File: src/rtl/sort_memory.sv
// Word-addressed RAM with a held read/write request, programmable completion
// latency and a single-cycle side load port used to preload the array.
module sort_memory #(
  parameter int DATA_W  = 8,
  parameter int ADDR_W  = 4,
  parameter int DEPTH   = 16,
  parameter int LATENCY = 2
) (
  input  logic              clk,
  input  logic              rst,
  input  logic [ADDR_W-1:0] addr,
  input  logic [DATA_W-1:0] wdata,
  input  logic              read,
  input  logic              write,
  output logic [DATA_W-1:0] rdata,
  output logic              ready,
  output logic              busy,
  input  logic              ld_en,
  input  logic [ADDR_W-1:0] ld_addr,
  input  logic [DATA_W-1:0] ld_data
);
  localparam int CW = $clog2(LATENCY + 1);
  localparam int IW = (DEPTH > 1) ? $clog2(DEPTH) : 1;

  typedef enum logic [1:0] {IDLE, BUSY, RESP} state_t;
  state_t state, state_nx;

  logic [DATA_W-1:0] mem [0:DEPTH-1];
  logic [CW-1:0]     cnt;
  logic [ADDR_W-1:0] addr_q, op_addr;
  logic [DATA_W-1:0] wdata_q, op_wdata;
  logic              rd_q, op_rd;
  logic              accept, commit, op_in_rng, ld_in_rng, load;

  always_ff @(posedge clk or negedge rst)
    if (!rst) state <= IDLE;
    else      state <= state_nx;

  always_comb begin
    state_nx = state;
    case (state)
      IDLE:    if (read || write) state_nx = (LATENCY == 1) ? RESP : BUSY;
      BUSY:    if (cnt == CW'(1)) state_nx = RESP;
      RESP:    state_nx = IDLE;
      default: state_nx = IDLE;
    endcase
  end

  // The operation in flight; with LATENCY=1 it commits on its own acceptance
  // edge, so the live inputs are used before the latches are loaded.
  assign accept    = (state == IDLE) && (read || write);
  assign op_addr   = accept ? addr  : addr_q;
  assign op_wdata  = accept ? wdata : wdata_q;
  assign op_rd     = accept ? read  : rd_q;
  assign commit    = (state_nx == RESP) && (state != RESP);
  assign op_in_rng = {1'b0, op_addr} < (ADDR_W+1)'(DEPTH);
  assign ld_in_rng = {1'b0, ld_addr} < (ADDR_W+1)'(DEPTH);
  assign load      = (state == IDLE) && !read && !write && ld_en && ld_in_rng;

  assign ready = (state == RESP);
  assign busy  = (state != IDLE);

  always_ff @(posedge clk or negedge rst)
    if (!rst) begin
      cnt     <= '0;
      addr_q  <= '0;
      wdata_q <= '0;
      rd_q    <= 1'b0;
      rdata   <= '0;
    end else begin
      if (accept) begin
        addr_q  <= addr;
        wdata_q <= wdata;
        rd_q    <= read;
        cnt     <= CW'(LATENCY - 1);
      end else if (state == BUSY) begin
        cnt <= cnt - 1'b1;
      end
      if (commit && op_rd)
        rdata <= op_in_rng ? mem[op_addr[IW-1:0]] : '0;
    end

  // Array contents survive reset; reset only blocks writes while asserted.
  always_ff @(posedge clk or negedge rst)
    if (!rst) begin
    end else if (commit && !op_rd && op_in_rng) begin
      mem[op_addr[IW-1:0]] <= op_wdata;
    end else if (load) begin
      mem[ld_addr[IW-1:0]] <= ld_data;
    end
endmodule
File: config.mk
export PLATFORM = sky130hd
export DESIGN_NAME = sort_memory
export DESIGN_NICKNAME = d
export VERILOG_FILES = /design/src/rtl/sort_memory.sv
export SDC_FILE = /design/constraint.sdc
export NUM_CORES = 1
export LEC_CHECK = 0
export BUFFER_PORTS_ARGS = -buffer_cell sky130_fd_sc_hd__buf_2
export CORE_MARGIN = 8
export CORE_UTILIZATION = 26
export DETAILED_ROUTE_END_ITERATION = 16
export PLACE_DENSITY_LB_ADDON = 0.15
export SETUP_SLACK_MARGIN = 0.02
export SLEW_MARGIN = 25
export SYNTH_ARGS = -nofsm -noshare
export SYNTH_HDL_FRONTEND = slang
export SYNTH_SLANG_ARGS = --single-unit
export TNS_END_PERCENT = 50
File: constraint.sdc
create_clock -name clk -period 2.25 [get_ports clk]
set_input_delay 0.225 -clock clk [delete_from_list [all_inputs] [get_ports clk]]
set_output_delay 0.225 -clock clk [all_outputs]
set_load 0.1 [all_outputs]
==> metrics <==
run status=complete, but fails checks; failing checks=setup timing; MaxCap Viol Count=0; vias per cell=between 4 and 5; post-route cell area=8862 um2; largest net degree at the start of global routing=26; Finished Layout Cells=862; CTS clock-pin slew for the worst setup and hold paths=0.07 ns; n_diodes=0; clk_skew=0.01164 ns; Max IR drop VDD=between 0.4 and 0.5 mV; critical path class=reg2reg; Remaining Overflow, GRT=0; Routed WL=17150 um; H-tree depth=4; Port Buffers=38; Die Span X=170.3 um; placed insts=about 800; slew of the pin with the lowest slew margin=0.5026 ns; GPL Wtd Cong=0.8290; Net Switching=around 4.5 mW; Flop pwr share=31.4%; Distinct cells, synth=41; combinational fraction of design power=between 40 and 50%; hold slack=around 0.021 ns; Core Box Area=23400 um2; initial antenna violation count=0; share of layout cells above drive strength 1=48.25%; Int Pwr=8.035 mW; TritonCTS clock tree=built; initial core utilization=26.44%; CP Data Arrival Time=between 2 and 3 ns; fmax=425.6 MHz; dpl cell area=7557 um2; Vias=roughly 4000; Power Dens Cells=1416 nW/um2; Core Util, Final=37.87%; average size of a mapped cell=~16 um2; clock share of power=23.3%; CTS Buffer Depth=2; WHS Path Cells=3; row count=56; hold violation total from the final report=0; RSZ-0062 raised after global routing=true; Pleak=3.177 nW; total CTS buffers=17; Post-Route Setup TNS=-5.368 ns; Final setup viols=111; depth of the most critical reg-to-reg path=11; crit path max fanout=9; Crit. End Element=flop; Seq/Total Area, Yosys=slightly above 70%; nets=560; Final Cycle Share=104.4%; WL per Instance=19.90 um; worst-skew pair later-pin latency=~0.42 ns; first-pass GRT wire length=26630 um; die area=slightly below 30000 um2; CP Data Required Time=2.55 ns; #FFs+latches synth=between 150 and 200; Worst setup SP type=flop; setup ws final=-0.09951 ns; Top FF cell, synth=edfxtp_1; Net Sw Frac=35.96%; # DRC=0; I/O pins=39; Post-Syn Area=between 6000 and 7000 um2; Tightest Hold Check Type=in2reg; Area growth syn-to-layout=43.21%; Async S/R FF share, synth=around 16%; Synthesized Nets=around 410; minimum clock period=between 2 and 2.5 ns; Post-DRT Antenna Nets=0; detailed placer's ending HPWL=11590 um; Rel. slew slack=66.72%; Post-synth EDFFs=roughly 130; clk sinks=153; vias in the first global route=4303; DIE HEIGHT=170.3 um; DRT Pass-1 Iters=4; number of DRC markers in iteration 0=262; Max Slew Vio Count=0; warnings from Yosys=0; Post-Synthesis Cells=377; clk root buf=clkbuf_16; Total GRT Usage=12.56%
power groups by stage:
stage	Sequential, mW	Clock (mW)	Combinational [mW]
3_5_place_dp	3.99	0	4.86
6_report	3.94	2.92	5.69
3_3_place_gp	3.99	0	4.84
5_1_grt	3.96	3.09	6.08
4_1_cts	3.94	2.97	5.61
2_1_floorplan	4.44	0	2.27
final cells by class:
class | count | area, um2
Timing Repair inverter | 1 | 16.27
Inverter | 8 | 53.80
Clock inverter | 11 | 136.4
Clock buffer | 21 | 470.5
Timing Repair Buffer | 146 | 1365
Tap cell | 319 | 399.1
Fill cell | 2227 | 14540
Multi-Input combinational cell | 203 | 1952
Sequential cell | 153 | 4469
cell families after synthesis:
kind of cell             synth area share (%)
AO/OA/AOI/OAI                           5.378
XOR/XNOR                               0.1416
adder cells (fa/ha/maj)                0.2022
buffers and inverters                   1.799
flip-flops                              72.22
multiplexers                            11.40
AND/OR/NAND/NOR                         8.855
final timing paths:
kind                            start    endpoint  slack, ns
max                          state[0]    rdata[7]       -0.1
min                          wdata[6]  wdata_q[6]       0.02
max reg2reg                  state[0]    rdata[7]       -0.1
min reg2reg                wdata_q[0]  wdata_q[0]       0.47
max in group asynchronous         rst    rdata[4]       1.44
min in group asynchronous         rst      cnt[1]       0.50
metrics by stage:
step                total power, mW  setup WS, ns
CTS                           12.52       -0.1427
global route                  13.14       -0.2400
global placement              8.833       -0.3777
floorplan                     6.712       -0.1566
detailed placement            8.849       -0.4127
finish                        12.55      -0.09951
routing by layer:
| layer | global-route usage (%) | vias to the layer above | routed length [um] |
|---|---|---|---|
| met4 | 4.386 | 0 | 257 |
| li1 | - | 1797 | - |
| met3 | 2.178 | 15 | 515 |
| met5 | 0 | - | 0 |
| met1 | 15.91 | 2037 | 7704 |
| met2 | 21.31 | 70 | 8676 |
synthesized netlist by cell type (3+ instances only):
| cell | count | area [um2] |
|---|---|---|
| mux4_2 | 29 | 653.1 |
| mux2i_1 | 3 | 30.03 |
| o21ai_0 | 7 | 35.03 |
| inv_1 | 6 | 22.52 |
| clkbuf_1 | 7 | 26.28 |
| dfrtp_1 | 25 | 625.6 |
| a21oi_1 | 6 | 30.03 |
| nand3_1 | 17 | 85.08 |
| or3_1 | 3 | 18.77 |
| a31oi_1 | 12 | 75.07 |
| nand2_1 | 45 | 168.9 |
| a22oi_1 | 15 | 112.6 |
| nor3_1 | 3 | 15.01 |
| nand4_1 | 4 | 25.02 |
| edfxtp_1 | 128 | 3844 |
| nand2b_1 | 5 | 31.28 |
| nor2_1 | 27 | 101.4 |
worst max-delay path, cell delays in order, from the launching register on:
cell and delay [ns]:
dfrtp_1 0.41, nor2_4 0.21, inv_8 0.05, nor2_4 0.15, mux2i_4 0.27, buf_12 0.18, inv_16 0.06, buf_12 0.13
buf_4 0.13, mux4_2 0.46, nand2_2 0.11, nand3_2 0.06
flip-flops by register name, indices dropped and copies added (netlist names):
signal   count
wdata_q      8
rdata        8
mem        128
state        2
rd_q         1
cnt          2
addr_q       4
what timing repair did:
action | 4_1_cts | 5_1_grt
hold buffers | 3 | 0
buffers inserted | 23 | 2
endpoints found under the setup margin | 136 | 136
gates cloned | 1 | 0
resized for setup | 58 | 23
endpoints found under the hold margin | 27 | 0
pin swaps | 25 | 14
cells in the final DEF (no fill, tap or decap), types with 5 or more instances in the layout:
master     instances
nor2_4            15
a22oi_2           11
a31oi_1            8
buf_12            21
buf_4             62
clkinv_4           5
dfrtp_1           25
buf_6             19
inv_1              5
nand2_2            5
buf_2             38
nand3_1           16
nand2_1           39
edfxtp_1         128
nor2_1             9
o21ai_0            7
clkbuf_16         17
nor2_2             6
mux4_2            29
Power figures use the tool's default switching activity.
